[config.mk]
export PLATFORM = sky130hd
export DESIGN_NAME = aqfp_bist_ctrl
export DESIGN_NICKNAME = d
export VERILOG_FILES = /design/src/rtl/aqfp_bist_pkg.sv /design/src/rtl/aqfp_misr.sv /design/src/rtl/aqfp_bist_ctrl.sv
export SDC_FILE = /design/constraint.sdc
export NUM_CORES = 1
export LEC_CHECK = 0
export CAP_MARGIN = 20
export CORE_MARGIN = 10
export CORE_UTILIZATION = 52
export DETAILED_ROUTE_END_ITERATION = 6
export PLACE_DENSITY = 0.83
export SLEW_MARGIN = 0
export SYNTH_ARGS = -nofsm -noshare
export SYNTH_HDL_FRONTEND = slang
export SYNTH_HIERARCHICAL = 1
export SYNTH_SLANG_ARGS = --single-unit
[constraint.sdc]
create_clock -name clk -period 5.39 [get_ports clk]
set_clock_uncertainty 0.05 [all_clocks]
set_input_delay 0.8085 -clock clk [delete_from_list [all_inputs] [get_ports clk]]
set_output_delay 0.8085 -clock clk [all_outputs]
set_load 0.005 [all_outputs]
[src/rtl/aqfp_bist_pkg.sv]
// Shared definitions for the AQFP benchmark BIST harness: FSM states,
// polynomial tap masks and default seeds.
package aqfp_bist_pkg;

    typedef enum logic [1:0] {
        ST_IDLE  = 2'd0,
        ST_RUN   = 2'd1,
        ST_DRAIN = 2'd2,
        ST_DONE  = 2'd3
    } bist_state_t;

    // x^26+x^6+x^2+x+1 -> feedback from bits 25,5,1,0
    localparam logic [25:0] LFSR26_TAPS = 26'h2000023;
    // feedback from bits 15,13,12,10
    localparam logic [15:0] MISR16_TAPS = 16'hB400;

    localparam logic [25:0] LFSR26_SEED = 26'h0000001;
    localparam logic [15:0] MISR16_SEED = 16'h0000;

    // Largest legal pattern count: one less than the LFSR period.
    localparam int unsigned LFSR26_MAX_PATTERNS = 32'd67108862;

endpackage

[src/rtl/aqfp_misr.sv]
// Multiple-input signature register: shift with tap-mask feedback, then XOR in
// the zero-extended response word. Reusable by other benchmark harnesses.
module aqfp_misr
    import aqfp_bist_pkg::*;
#(
    parameter int unsigned      SIG_W = 16,
    parameter int unsigned      DIN_W = 10,
    parameter logic [SIG_W-1:0] TAPS  = MISR16_TAPS,
    parameter logic [SIG_W-1:0] SEED  = MISR16_SEED
) (
    input  logic             clk,
    input  logic             rst_n,
    input  logic             clear,
    input  logic             en,
    input  logic [DIN_W-1:0] din,
    output logic [SIG_W-1:0] sig,
    output logic [SIG_W-1:0] sig_next
);

    logic [SIG_W-1:0] din_ext;
    logic             fb;

    assign din_ext = SIG_W'(din);
    assign fb      = ^(sig & TAPS);

    always_comb begin
        sig_next = sig;
        if (clear) begin
            sig_next = SEED;
        end else if (en) begin
            sig_next = {sig[SIG_W-2:0], fb} ^ din_ext;
        end
    end

    always_ff @(posedge clk or negedge rst_n) begin
        if (!rst_n) begin
            sig <= SEED;
        end else begin
            sig <= sig_next;
        end
    end

endmodule

[src/rtl/aqfp_bist_ctrl.sv]
// Stimulus/response BIST controller for combinational or clock-balanced AQFP
// netlists: LFSR patterns out, latency-aligned MISR compaction of responses in.
module aqfp_bist_ctrl
    import aqfp_bist_pkg::*;
#(
    parameter int unsigned      IN_W         = 26,
    parameter int unsigned      OUT_W        = 10,
    parameter int unsigned      SIG_W        = 16,
    parameter int unsigned      NUM_PATTERNS = 1024,
    parameter int unsigned      DUT_LATENCY  = 0,
    parameter logic [IN_W-1:0]  LFSR_SEED    = LFSR26_SEED,
    parameter logic [SIG_W-1:0] MISR_SEED    = MISR16_SEED
) (
    input  logic             clk,
    input  logic             rst_n,
    input  logic             start,
    input  logic             abort,
    output logic [IN_W-1:0]  pattern_o,
    output logic             pattern_valid_o,
    input  logic [OUT_W-1:0] response_i,
    input  logic [SIG_W-1:0] golden_i,
    output logic             busy,
    output logic             done,
    output logic             pass,
    output logic [SIG_W-1:0] signature_o
);

    localparam int unsigned CNT_W      = $clog2(NUM_PATTERNS + 1);
    localparam int unsigned DRN_W      = (DUT_LATENCY > 1) ? $clog2(DUT_LATENCY) : 1;
    localparam int unsigned DRAIN_LAST = (DUT_LATENCY > 0) ? DUT_LATENCY - 1 : 0;
    localparam logic [IN_W-1:0] LFSR_TAPS = IN_W'(LFSR26_TAPS);

    if (NUM_PATTERNS < 1 || NUM_PATTERNS > LFSR26_MAX_PATTERNS) begin : g_bad_patterns
        $error("aqfp_bist_ctrl: NUM_PATTERNS out of range");
    end
    if (OUT_W > SIG_W) begin : g_bad_out_w
        $error("aqfp_bist_ctrl: OUT_W must not exceed SIG_W");
    end

    bist_state_t      state, state_next;
    logic [IN_W-1:0]  lfsr;
    logic [CNT_W-1:0] pat_cnt;
    logic [DRN_W-1:0] drn_cnt;
    logic             load;
    logic             flush;
    logic             last_pat;
    logic             drain_last;
    logic             cap_en;
    logic [SIG_W-1:0] sig_next;

    assign last_pat   = (pat_cnt == CNT_W'(NUM_PATTERNS - 1));
    assign drain_last = (drn_cnt == DRN_W'(DRAIN_LAST));
    assign flush      = load | abort;

    always_comb begin
        state_next = state;
        load       = 1'b0;
        unique case (state)
            ST_IDLE, ST_DONE: begin
                if (start) begin
                    state_next = ST_RUN;
                    load       = 1'b1;
                end
            end
            ST_RUN: begin
                if (last_pat) begin
                    state_next = (DUT_LATENCY > 0) ? ST_DRAIN : ST_DONE;
                end
            end
            ST_DRAIN: begin
                if (drain_last) begin
                    state_next = ST_DONE;
                end
            end
            default: state_next = ST_IDLE;
        endcase
        if (abort) begin
            state_next = ST_IDLE;
            load       = 1'b0;
        end
    end

    // The final RUN edge does not advance the LFSR, so DRAIN keeps showing the last vector.
    always_ff @(posedge clk or negedge rst_n) begin
        if (!rst_n) begin
            state   <= ST_IDLE;
            lfsr    <= LFSR_SEED;
            pat_cnt <= '0;
            drn_cnt <= '0;
            pass    <= 1'b0;
        end else begin
            state <= state_next;
            pass  <= (state_next == ST_DONE) && (sig_next == golden_i);
            if (load) begin
                lfsr    <= LFSR_SEED;
                pat_cnt <= '0;
            end else if (state == ST_RUN) begin
                pat_cnt <= pat_cnt + CNT_W'(1);
                if (!last_pat) begin
                    lfsr <= {lfsr[IN_W-2:0], ^(lfsr & LFSR_TAPS)};
                end
            end
            if (state == ST_DRAIN) begin
                drn_cnt <= drn_cnt + DRN_W'(1);
            end else begin
                drn_cnt <= '0;
            end
        end
    end

    if (DUT_LATENCY == 0) begin : g_no_delay
        assign cap_en = pattern_valid_o;
    end else begin : g_delay
        logic [DUT_LATENCY-1:0] dly;

        always_ff @(posedge clk or negedge rst_n) begin
            if (!rst_n) begin
                dly <= '0;
            end else if (flush) begin
                dly <= '0;
            end else begin
                dly <= (dly << 1) | DUT_LATENCY'(pattern_valid_o);
            end
        end

        assign cap_en = dly[DUT_LATENCY-1];
    end

    aqfp_misr #(
        .SIG_W (SIG_W),
        .DIN_W (OUT_W),
        .TAPS  (SIG_W'(MISR16_TAPS)),
        .SEED  (MISR_SEED)
    ) u_misr (
        .clk      (clk),
        .rst_n    (rst_n),
        .clear    (load),
        .en       (cap_en),
        .din      (response_i),
        .sig      (signature_o),
        .sig_next (sig_next)
    );

    assign pattern_o       = lfsr;
    assign pattern_valid_o = (state == ST_RUN);
    assign busy            = (state == ST_RUN) || (state == ST_DRAIN);
    assign done            = (state == ST_DONE);

endmodule

* Word-level counts from Yosys, hierarchy flattened
Index checks and enable logic that the tools add are counted.
Cells by class: add/sub/neg operators 2, equal/unequal tests 7, mux-type cells 16, bitwise operators 1, reductions and logical operators 8
Operator list (number):
- two-way mux 26 bit | 3
- two-way mux 16 bit | 2
- XOR reduction 26 bit | 1
- two-way mux 11 bit | 2
- equality test 16 bit | 1
- XOR reduction 16 bit | 1
- bitwise XOR 16 x 10 -> 16 bit | 1
- adder 11 x 1 -> 11 bit (second input constant) | 1
- equality test 11 x 10 -> 1 bit (second input constant) | 1
- two-way mux 2 bit | 4
- equality test 2 bit (second input constant) | 3
- case mux 2 bit (3 select lines) | 1
- two-way mux 1 bit | 4
- equality test 2 x 1 -> 1 bit (second input constant) | 1
- zero test 2 bit | 1
- != test 2 bit (second input constant) | 1
- AND reduction 2 bit | 1
- nonzero test 2 bit | 1
- OR reduction 2 bit | 1
- adder 1 bit (second input constant) | 1
- logical AND 1 bit | 1
- logical OR 1 bit | 1
Word-level totals: bits in registers 57, bits of input ports 30, word-level logic and storage cells 40

* Longest topological paths before layout
Gate-level depths: netlist of the first run.
depth in word-level cells 7, gate-level depth with buffers 14, depth with buffers taken out 11

* Modules after synthesis
The synthesis of the first run kept the hierarchy.
Modules (own cells, without submodules):
- aqfp_bist_ctrl | times used 1, cells an instance 187, area each 2052.0 um2, sequential area each 1027.2 um2
- aqfp_misr | times used 1, cells an instance 67, area each 748.2 um2, sequential area each 400.4 um2

* Worst setup path after synthesis of the first run
Ideal clock, no wire load.
path type register to register, start register state[0], end register pass, library setup time 0.068 ns, data arrival time 3.061 ns, required time 5.272 ns, slack 2.211 ns, cell stages (with the launch flop) 15, cell sequence dfrtp_1 > inv_1 > ha_1 > inv_1 > nor3b_1 > clkbuf_1 > clkbuf_1 > clkbuf_1 > nand2b_1 > nor2_1 > a221o_1 > xnor2_1 > nand4_1 > nor4_1 > and4b_1
Between the ends: word-level cells in the longest chain between the ends 7, elaborated cells between the ends (all ways) 17
RTL lines:
- start, declared | line aqfp_bist_ctrl.sv:40 | bist_state_t state, state_next;
- start signal, assigned | line aqfp_bist_ctrl.sv:92 | state <= state_next;
- equality test 2 bit / zero test 2 bit (equally long branches) | line aqfp_bist_ctrl.sv:58 | unique case (state)
- OR reduction 2 bit * | line aqfp_bist_ctrl.sv:58
- two-way mux 1 bit * | line aqfp_bist_ctrl.sv:58
- two-way mux 1 bit * | line aqfp_bist_ctrl.sv:77 | if (abort) begin
- named net load | line aqfp_bist_ctrl.sv:44 | logic load;
- two-way mux 16 bit * | line aqfp_misr.sv:28 | if (clear) begin
- named net sig_next[0] | line aqfp_bist_ctrl.sv:49 | logic [SIG_W-1:0] sig_next;
- equality test 16 bit * | line aqfp_bist_ctrl.sv:93 | pass <= (state_next == ST_DONE) && (sig_next == golden_i);
- logical AND 1 bit * | line aqfp_bist_ctrl.sv:93
- end signal, assigned | line aqfp_bist_ctrl.sv:93
- end, declared | line aqfp_bist_ctrl.sv:24 | output logic pass,
The timed path passes the listed nets; every way through them passes the cells marked *. A chain may end at the register's enable or synchronous reset.

* Worst setup path after layout of the first run
start input port start, end register pass
Between the ends: word-level cells in the longest chain between the ends 6, elaborated cells between the ends (all ways) 10
RTL lines:
- start, declared | line aqfp_bist_ctrl.sv:16 | input logic start,
- two-way mux 1 bit | line aqfp_bist_ctrl.sv:60 | if (start) begin
- two-way mux 1 bit | line aqfp_bist_ctrl.sv:58
- two-way mux 1 bit | line aqfp_bist_ctrl.sv:77
- two-way mux 16 bit | line aqfp_misr.sv:28
- named net sig_next[5] | line aqfp_bist_ctrl.sv:49
- equality test 16 bit | line aqfp_bist_ctrl.sv:93
- logical AND 1 bit | line aqfp_bist_ctrl.sv:93
The timed path passes the listed nets, and every way through them passes these cells.

==> results of run 1 <==
==> per-layer routing <==
layer / global-route usage / part of all wire / up-vias
met5: 0 / 0 / -
met4: 0.0656 / 0.011 / 0
met3: 0.0751 / 0.098 / 9
met2: 0.230 / 0.46 / 69
met1: 0.180 / 0.43 / 1005
li1: - / - / 1025
==> sequential cells by signal, summed over array words and instances (netlist names) <==
register / flops
pattern_o: 26
u_misr/sig: 16
pat_cnt: 11
state: 2
drn_cnt: 1
pass: 1
==> cell type report <==
class / instances / share of cell area
Sequential cell: 57 / 0.379
Multi-Input combinational cell: 179 / 0.341
Timing Repair Buffer: 79 / 0.206
Clock buffer: 13 / 0.0422
Tap cell: 70 / 0.0232
Inverter: 5 / 0.00498
Clock inverter: 3 / 0.00398
==> stage by stage <==
step           instance area [sq um]  std cells  setup slack [ps]  power (mW)   util
3_5_place_dp                    3600        390              2000        1.54  0.695
5_1_grt                         3770        406              2160        2.01  0.729
2_1_floorplan                   2800        254              2210        1.22      -
6_report                        3770        406              2330        1.88  0.729
3_3_place_gp                    3600        390              2090        1.51  0.695
4_1_cts                         3770        406              2350        1.89  0.729
==> cell families (layout without fill, tap and decap cells) <==
| logic type | count (synthesis) | count (layout) |
|---|---|---|
| mux | 32 | 32 |
| fa+ha+maj | 4 | 4 |
| xor+xnor | 36 | 36 |
| compound gates | 21 | 21 |
| simple gates | 86 | 86 |
| buf+inv | 18 | 100 |
| flops | 57 | 57 |
==> power by group <==
group          leakage [nW]  internal (mW)  switching, mW  total, mW
combinational         0.891          0.464          0.422      0.886
sequential            0.764          0.538          0.109      0.647
clock                0.0932          0.190          0.159      0.348
==> worst paths after layout <==
| check | to | cells past startpoint | slack [ps] | start |
|---|---|---|---|---|
| worst min-delay path | drn_cnt | 1 | 410 | drn_cnt |
| worst min register to register | drn_cnt | 1 | 410 | drn_cnt |
| max in group asynchronous | u_misr/sig[3] | 2 | 4240 | rst_n |
| worst max-delay path | pass | 8 | 2330 | start |
| min in group asynchronous | drn_cnt | 2 | 560 | rst_n |
| worst max register to register | pass | 10 | 2380 | state[0] |
==> cells in the final DEF (no fill, tap or decap), drive strengths merged, types with 3 or more instances in the layout <==
master         count
nor4               3
nor3               3
clkinv             3
xnor2             30
nand2              5
clkbuf            13
nand2b             3
nand4              7
ha                 4
a211oi             9
buf                5
xor2               5
clkdlybuf4s50     74
o21ai              4
nor2              54
a21oi              3
mux2i             32
inv                5
dfrtp             56
==> run_results.csv, run 1 <==
group,metric,value,unit
critical_path,start_kind,"primary input",
sta,setup_violations,0,
final_layout,area_delta_synth_final,34.6,%
die,dieArea,8720,sq um
global_route,grt_pass1_vias,2243,
route,vias_per_cell,5.19,
logic_synthesis,ys_ff_latch,57,
final_layout,layout.nets,365,
clocking,cts_buffer_depth,2,
sta,rsz0062_at_grt,"false",
logic_synthesis,synthFlopType,"dfrtp_1",
clocking,clkTransAtPathRegs,60,ps
die,initial_core_util,0.541,
logic_synthesis,yosysMostFrequentCell,"dfrtp_1",
sta,fmax,326,MHz
logic_synthesis,synth_fa_ha_area_frac,0.0179,
logic_synthesis,synthArstFlopShare,1.00,
clocking,root_buffer,"clkbuf_8",
clocking,clk_latency,330,ps
clocking,ctsHoldBuffers,0,
sta,min_period,3060,ps
route,ant_nets,0,
route,wl_per_cell,15.9,um
logic_synthesis,synth_mux_area_frac,0.114,
logic_synthesis,yosys_warnings,6,
critical_path,crit_type,"primary input to flop",
logic_synthesis,netlist_instances,254,
logic_synthesis,synth_top_family_by_area,"simple AND/OR/NAND/NOR gates",
place,gp_congestion,0.811,
sta,relSlewSlack,0.523,
route,drc,0,
route,vias,2108,
route,drtIter0Drc,78,
route,wirelength,6460,um
critical_path,critical_path.cell_chain,"clkdlybuf4s50_1 -> nor3b_2 -> buf_4 -> a211oi_1 -> xnor2_1 -> nand4_1 -> nor4_1 -> and4b_1",
critical_path,slowest_delay,530,ps
final_layout,multi_input_area,1290,sq um
logic_synthesis,synthTopCellsByArea,"dfrtp_1, mux2i_1, xnor2_1",
logic_synthesis,ys_seq_area_frac,0.510,
sta,finalHoldWorstSlack,408,ps
global_route,grt_overflow,0,
global_route,grt_pass1_wl,10700,um
die,ios,76,
final_layout,antenna_cells,0,
logic_synthesis,synth_top_area_frac,0.500,
outcome,status,"finished, final reports clean",
die,die_y,93.4,um
clocking,cts_tree,"built",
power_and_ir_drop,vdd_ir_drop_max,0.325,mV
clocking,cts_buffers,9,
place,place.detailed.hpwl,4710,um
logic_synthesis,synth-compound-area-share,0.0559,
critical_path,cpLargestDelayFamily,"simple AND/OR/NAND/NOR gates",
job,cap_violations,0,
logic_synthesis,syn_area_per_cell,11.0,sq um
clocking,post_cts_buffers,0,
clocking,cts_sinks,57,
worst_hold_path,hp-class,"flop to flop",
global_route,grt_usage,0.152,
logic_synthesis,yosys.area_share.xor_xnor,0.118,
sta,finalHoldViolCount,0,
logic_synthesis,yosysTopAreaCell,"dfrtp_1",
logic_synthesis,synthSimpleGateAreaFrac,0.148,
global_route,antenna_found_initial,0,
logic_synthesis,yosys-top-cells-count,"dfrtp_1, nor2_1, mux2i_1, xnor2_1, a211oi_1",
critical_path,cp_data_arrival_time,3280,ps
sta,worst_pin_slew,715,ps
critical_path,cp_num_buf_inv,2,
critical_path,crit_path_end_kind,"flop",
global_route,grt_max_degree,58,
critical_path,crit_required,5610,ps
critical_path,crit_path_top_delay_cell,"nor3b_2",
sta,slew_viol_final,0,
logic_synthesis,synth_fp_nets,288,
sta,period_share,0.569,
final_layout,nFillCells,393,
die,fp.dieW,93.4,um
clocking,cts-resized-gates,0,
logic_synthesis,synth_area,2800,sq um
final_layout,seq_area,1430,sq um
logic_synthesis,synth-edff-count,0,
route,firstDrtPassIters,4,
die,fp.coreArea,5170,sq um
logic_synthesis,synth_cell_types,36,
clocking,htree_levels,3,
sta,tns,0,ps
place,port_buffers,75,
final_layout,drive_gt1_frac,0.0774,
die,rows,26,
power_and_ir_drop,leakage,1.75,nW
power_and_ir_drop,power.density,499,nW/um^2
critical_path,crit_path_max_fanout,46,
(Power assumes the default switching activity.)
==> run 2, diff against run 1 <==
Settings changed: CORE_UTILIZATION 52 to 44, PLACE_DENSITY 0.83 to 0.75.
Clock period 5.39 ns to 2.7 ns, I/O delays scaled along.
==> run_results.csv, run 2 (synthesized netlist as in run 1, its figures left out) <==
group,metric,value,unit
critical_path,cpLargestDelayFamily,"simple AND/OR/NAND/NOR gates",
sta,worst_slack,142,ps
clocking,clk_latency,330,ps
sta,fmax,391,MHz
critical_path,crit_path_top_delay_cell,"dfrtp_1",
power_and_ir_drop,leakage,1.77,nW
clocking,cts_buffers,9,
clocking,htree_levels,3,
sta,slew_viol_final,0,
place,gp_congestion,0.801,
critical_path,slowest_delay,450,ps
clocking,ctsHoldBuffers,0,
die,rows,29,
place,dp.cells,400,
critical_path,crit_type,"flop to flop",
global_route,grt_pass1_vias,2185,
route,wirelength,6560,um
clocking,cts_sinks,57,
die,dieArea,9960,sq um
place,port_buffers,75,
clocking,cts-resized-gates,0,
sta,min_period,2560,ps
clocking,cts_buffer_depth,2,
sta,relSlewSlack,0.600,
critical_path,cp_data_arrival_time,2770,ps
route,vias,2123,
worst_hold_path,hp-class,"primary input to async pin",
critical_path,crit_path_end_kind,"flop",
final_layout,multi_input_area,1310,sq um
final_layout,largest_reg_flops,26,
global_route,grt_max_degree,38,
final_layout,nFillCells,531,
final_layout,antenna_cells,0,
power_and_ir_drop,vdd_ir_drop_max,0.775,mV
global_route,grt_usage,0.134,
die,ios,76,
final_layout,seq_area,1430,sq um
place,place_ws,45.1,ps
route,ant_nets,0,
power_and_ir_drop,power.density,1010,nW/um^2
global_route,grt_pass1_wl,10900,um
critical_path,start_kind,"flop",
final_layout,fin_area,3860,sq um
sta,setup_violations,0,
sta,period_share,0.947,
sta,rsz0062_at_grt,"false",
route,wl_per_cell,15.8,um
place,place.detailed.hpwl,4860,um
route,drtIter0Drc,96,
clocking,clkTransAtPathRegs,70,ps
die,fp.coreArea,6280,sq um
sta,finalHoldViolCount,0,
final_layout,mostFrequentLayoutCell,"clkdlybuf4s50_1",
clocking,cts_tree,"built",
clocking,root_buffer,"clkbuf_8",
global_route,grt_overflow,0,
critical_path,crit_path_max_fanout,5,
global_route,antenna_found_initial,0,
critical_path,critical_path.cell_chain,"ha_4 -> inv_1 -> nor3b_4 -> nand2b_1 -> nor2_1 -> a221o_1 -> xnor2_1 -> nand4_1 -> nor4_2 -> and4b_1",
die,fp.dieW,99.8,um
die,die_y,99.8,um
route,firstDrtPassIters,5,
critical_path,reg2reg_slack,140,ps
final_layout,area_delta_synth_final,37.9,%
route,drc,0,
sta,tns,0,ps
final_layout,layout.nets,368,
clocking,post_cts_buffers,0,
sta,worst_pin_slew,600,ps
place,placed_area,3660,sq um
outcome,status,"finished, final reports clean",
final_layout,layout_common_cells,"clkdlybuf4s50_1, dfrtp_1, nor2_1, mux2i_1, xnor2_1",
die,initial_core_util,0.446,
job,cap_violations,0,
critical_path,crit_required,2920,ps
final_layout,final_cells,416,
route,vias_per_cell,5.10,
critical_path,cp_num_buf_inv,1,
final_layout,drive_gt1_frac,0.103,
-- run 2: cell types whose count changed in the layout (fill, tap and decap cells not counted), sizes merged --
cell and change:
clkbuf -4, buf +3, clkinvlp +3, bufinv +1
-- run 2: where the power goes --
group	leakage (nW)	internal, mW	switching, mW
logic	0.912	0.975	0.850
registers	0.763	1.07	0.211
clock network	0.0912	0.423	0.361
total	1.77	2.47	1.42
-- run 2: cell type report --
| class | instances | area share |
|---|---|---|
| Tap cell | 77 | 0.0250 |
| Multi-Input combinational cell | 179 | 0.340 |
| Clock inverter | 7 | 0.0185 |
| Inverter | 5 | 0.00486 |
| Clock buffer | 9 | 0.0321 |
| Timing Repair Buffer | 82 | 0.210 |
| Sequential cell | 57 | 0.370 |
-- run 2: routing by layer --
metal | routed length [um] | part of all wire | GRT usage
met1 | 2840 | 0.43 | 0.167
met2 | 3270 | 0.50 | 0.207
met3 | 317 | 0.048 | 0.0378
met4 | 133 | 0.020 | 0.0695
met5 | 0 | 0 | 0
-- run 2: path summary, 6_finish.rpt --
kind                           from            end  cells after the start
min reg2reg                 drn_cnt        drn_cnt                      1
max                        state[1]           pass                     10
max reg2reg                state[1]           pass                     10
min in group clk            drn_cnt        drn_cnt                      1
max in group asynchronous     rst_n   pattern_o[0]                      2
min                           rst_n  u_misr/sig[8]                      1
-- run 2: per-stage QoR --
| step | utilization | hold slack (ps) | power (mW) |
|---|---|---|---|
| finish | 0.615 | 24.4 | 3.89 |
| global route | 0.615 | 53.6 | 4.15 |
| CTS | 0.614 | 26.6 | 3.93 |
| detailed placement | 0.583 | 384 | 3.14 |
| global placement | 0.583 | 380 | 3.11 |
| floorplan | - | 59.4 | 2.48 |
==> variant 1 (flow settings as in run 2) <==
The 4 states of `bist_state_t` get a one-hot encoding in 4 bits.
--- a/src/rtl/aqfp_bist_pkg.sv
+++ b/src/rtl/aqfp_bist_pkg.sv
@@ -3,9 +3,9 @@
 package aqfp_bist_pkg;
 
-    typedef enum logic [1:0] {
-        ST_IDLE  = 2'd0,
-        ST_RUN   = 2'd1,
-        ST_DRAIN = 2'd2,
-        ST_DONE  = 2'd3
+    typedef enum logic [3:0] {
+        ST_IDLE  = 4'b0001,
+        ST_RUN   = 4'b0010,
+        ST_DRAIN = 4'b0100,
+        ST_DONE  = 4'b1000
     } bist_state_t;
 
Function: no difference found for any inputs over 10 cycles, from zero or initial values and one cycle with rst_n low; not proved beyond that.
==> variant 1 against run 2 <==
- wire length grew 6.9%
- non-clock buffer count rose by 3
- worst setup slack worse by 25 ps
- via count down 0.19%
- design area shrank 0.36%
- area after synthesis down 1.8%
- sequential cell count rose by 2
- critical endpoint is now pattern_valid_o
- largest cell class unchanged
Power is not compared: it rests on default switching activity, and its combinational part moved more than twofold at a synthesized area within 25%.
==> variant 1: results <==
group,metric,value,unit
run_status,outcome,"completed",
logic_synthesis,synthTopCellsByCount,"dfrtp_1 (57), xnor2_1 (36), nor2_1 (33), a22o_1 (21), mux2i_1 (10)",
setup_path,cp_top_family,"buffers and inverters",
grt,use_met3,3.911,%
route,m1WireLength,3028,microns
place,placed_cells,389,
route,route.met3.wl,319,microns
route,dr_wl_met2,3560,microns
finish,layout.cells.non_filler,406,
place,gp_congestion,0.7928,
route,via_per_inst,5.219,
grt,grt_max_degree,36,
grt,grtUsageTotal,13.91,%
logic_synthesis,synth_nets,275,
finish,layout.nets,358,
grt,grtUsageMet2,22.60,%
setup_path,cpMaxStageDelayCell,"or4b_4",
grt,grt_pass1_wl,11110,microns
setup_path,slowest_delay,570,ps
setup_path,cp_max_fo,16,
logic_synthesis,syn_inst,244,
place,place_area,3623,sq um
logic_synthesis,ys_types,39,
route,drt_iter0_drc,105,
grt,grt_pass1_vias,2167,
finish,drive_gt1_share,11.18,%
route,drt-total-wl,7012,microns
timing,tightest_slew,573.0,ps
logic_synthesis,yosysSeqAreaShare,53.78,%
place,dp_slack,78.19,ps
place,dp_hpwl,5056,microns
grt,use_met1,16.44,%
logic_synthesis,yosys-top-cells-area,"dfrtp_1 (52%), xnor2_1 (11%), a22o_1 (6.7%), nor2_1 (4.5%), mux2i_1 (3.6%)",
## variant 1: cell types whose count changed in the layout (fill, tap and decap cells not counted), sizes merged, moves of 3 or more
cell,change
mux2i,-22
nand2,+3
ha,-3
xnor2,+6
nor2,-21
a22o,+21
## variant 1: path summary, 6_finish.rpt
kind,cells after the start,start,end,slack (ps)
setup / recovery,4,state[2],pattern_valid_o,120
hold / removal,1,rst_n,u_misr/sig[14],20
setup reg to reg,9,state[2],pass,130
hold reg to reg,1,drn_cnt,drn_cnt,390
max in group asynchronous,2,rst_n,state[0],1930
min in group clk,1,drn_cnt,drn_cnt,390
## variant 1: power by group through the flow
stage / Combinational [mW] / Sequential [mW] / Clock, mW
after global placement: 0.482 / 1.04 / 0
after detailed placement: 0.489 / 1.04 / 0
after global routing: 0.554 / 1.03 / 0.751
final: 0.512 / 1.03 / 0.684
after floorplan: 0.249 / 1.03 / 0
after CTS: 0.492 / 1.03 / 0.705
## variant 1: final cells by class
| class | instances | area (sq um) | share of cell area (%) |
|---|---|---|---|
| clock inverter | 5 | 30.03 | 0.7805 |
| inverter | 5 | 22.52 | 0.5854 |
| clock buffer | 10 | 137.6 | 3.577 |
| multi-input combinational | 167 | 1209 | 31.41 |
| timing repair buffer | 85 | 875.8 | 22.76 |
| tap | 75 | 93.84 | 2.439 |
| sequential | 59 | 1479 | 38.44 |
## variant 1: cells by family after synthesis
| group | share of synthesized area [%] |
|---|---|
| AOI/OAI and AO/OA | 12.01 |
| xor gates and xnor gates | 13.24 |
| muxes | 3.640 |
| adders and majority gates | 0.4549 |
| and+or+nand+nor | 13.88 |
| DFF | 53.78 |
| buffers and inverters | 3.003 |
## variant 1: timing repair
item | in CTS | in global routing
hold buffers | 0 | 0
resized for setup | 0 | 5
setup buffers | 0 | 1
endpoints found under the setup margin | 0 | 1
==> variant 2 (settings of run 2) <==
Made on the original files. The parameter `NUM_PATTERNS` goes from 1024 to 512.
--- a/src/rtl/aqfp_bist_ctrl.sv
+++ b/src/rtl/aqfp_bist_ctrl.sv
@@ -7,5 +7,5 @@
     parameter int unsigned      OUT_W        = 10,
     parameter int unsigned      SIG_W        = 16,
-    parameter int unsigned      NUM_PATTERNS = 1024,
+    parameter int unsigned      NUM_PATTERNS = 512,
     parameter int unsigned      DUT_LATENCY  = 0,
     parameter logic [IN_W-1:0]  LFSR_SEED    = LFSR26_SEED,
Function: same outputs for any inputs over 10 cycles, from zero or initial values and one cycle with rst_n low; that may be too few to reach the edited logic, so the function may still have changed.
==> variant 2 against run 2 <==
- count of clock-buffer cells in the layout decreased by 2
- sequential share of layout area increased by 0.81 points
- non-clock buffer count grew 4
- design area fell by 4.0%
- first-iteration DRC count decreased by 41%
- die area is 1.4% lower
- wire length is 3.4% higher
- worst setup slack improved by 170 ps
- area after synthesis shrank 1.7%
- sequential cell count shrank 1
- maximum frequency increased by 7.1%
- largest cell class unchanged
- highest routed layer unchanged
Power is not compared: it rests on default switching activity, and its combinational part moved more than twofold at a synthesized area within 25%.
==> variant 2: results <==
group,metric,value,unit
run_status,outcome,"completed",
logic_synthesis,async_flop_share,100.0,%
logic_synthesis,yosysSeqAreaShare,50.98,%
setup_path,slowest_delay,420,ps
finish,drive_gt1_share,6.479,%
clock_tree,cts_root_buffer,"clkbuf_8",
grt,use_met3,3.073,%
setup_path,cpMaxStageDelayCell,"dfrtp_1",
timing,slew_headroom,69.01,%
grt,grtUsageTotal,13.64,%
place,dp_hpwl,5294,microns
logic_synthesis,syn-mean-instance-area,9.862,sq um
grt,grtUsageMet2,23.10,%
place,placed_cells,421,
grt,grt_pass1_vias,2101,
logic_synthesis,synth_nets,313,
route,drt_pass1_iterations,6,
grt,grt_pass1_wl,11060,microns
logic_synthesis,ys.flop_type,"dfrtp_1",
place,gp_congestion,0.8215,
finish,layout.cells.non_filler,430,
place,place_area,3605,sq um
clock_tree,cts_buffer_depth,2,
logic_synthesis,yosys-top-cells-area,"dfrtp_1 (50%), xnor2_1 (9.5%), nand3_1 (4.9%), o21ai_0 (4.4%), nand2_1 (4.1%)",
route,drt_iter0_drc,57,
logic_synthesis,synthTopCellsByCount,"dfrtp_1 (55), nand2_1 (30), xnor2_1 (30), nor2_1 (28), nand3_1 (27)",
setup_path,cp_max_fo,17,
finish,layout.nets,388,
clock_tree,clock_latency,310,ps
logic_synthesis,ys_types,37,
power,leakage,1.499,nW
hold_path,hold_class,"register to register",
route,wl_per_cell,15.77,microns
grt,grt_max_degree,52,
grt,use_met1,16.86,%
setup_path,worst_ep_arrival_time,2600,ps
clock_tree,numCtsBuffers,5,
clock_tree,h-tree-depth,2,
clock_tree,cts.clk_slew.worst_paths,100,ps
route,via_per_inst,5.051,
variant 2: changes by cell type in the layout (fill, tap and decap cells not counted), moves of 2 or more:
cell,run 2,this run
mux2i_1,32,7
nor2_1,54,28
nand2_1,5,30
clkinvlp_4,3,1
o21ai_1,0,4
o21ai_0,4,24
clkinv_2,2,0
nand3b_1,0,2
nand3_1,2,27
buf_4,6,9
clkbuf_8,9,6
variant 2: area by class of cell:
| type | instances | area [sq um] |
|---|---|---|
| fill | 512 | 2282 |
| sequential | 56 | 1403 |
| multi-input combinational | 200 | 1256 |
| timing repair buffer | 86 | 843.3 |
| tap | 75 | 93.84 |
| clock buffer | 7 | 86.33 |
| inverter | 5 | 18.77 |
| clock inverter | 1 | 7.507 |
variant 2: through the flow:
stage	setup WS, ps	utilization, %	total power [mW]
final	310.7	61.90	2.430
after global placement	203.7	60.17	1.952
after floorplan	17.64	-	1.556
after global routing	144.4	61.90	2.577
after detailed placement	184.4	60.17	1.980
after CTS	312.5	61.90	2.457
variant 2: where the power goes:
part           total (mW)  internal [mW]  leakage [nW]  switching, mW
registers            1.12          0.976         0.751          0.141
clock network       0.474          0.209        0.0445          0.265
logic               0.839          0.475         0.704          0.365
total                2.43           1.66          1.50          0.771
variant 2: path summary, 6_finish.rpt:
check                      cells past startpoint  slack, ps          to      from
hold reg to reg                                1        420     drn_cnt   drn_cnt
hold / removal                                 1        420     drn_cnt   drn_cnt
max in group asynchronous                      3       1460  pat_cnt[2]     rst_n
min in group asynchronous                      2        520  pat_cnt[6]     rst_n
setup reg to reg                              10        310        pass  state[0]
setup / recovery                              10        310        pass  state[0]
variant 2: metal layers:
layer | wire length, microns | up-vias
met1 | 2962 | 1023
met3 | 287 | 7
li1 | - | 1106
met4 | 76 | 0
met2 | 3456 | 36
met5 | 0 | -
variant 2: worst reg2reg max path, stage by stage, from the launching register on:
cell and delay, ps:
dfrtp_1 420, inv_1 60, ha_1 300, nand3b_1 110
inv_1 70, buf_4 190, a211oi_1 380, xnor2_1 180
nand4_1 130, nor4_1 270, and3_1 180
variant 2: cell families after synthesis:
group | synth area share, %
AO/OA/AOI/OAI | 10.05
XOR/XNOR | 12.51
adder cells (fa/ha/maj) | 1.819
buffers and inverters | 3.684
flip-flops | 50.98
multiplexers | 2.547
AND/OR/NAND/NOR | 18.42
variant 2: what timing repair did:
item / 4_1_cts / 5_1_grt
hold buffers: 1 / 0
gates resized for setup: 0 / 0
endpoints found under the hold margin: 17 / 0
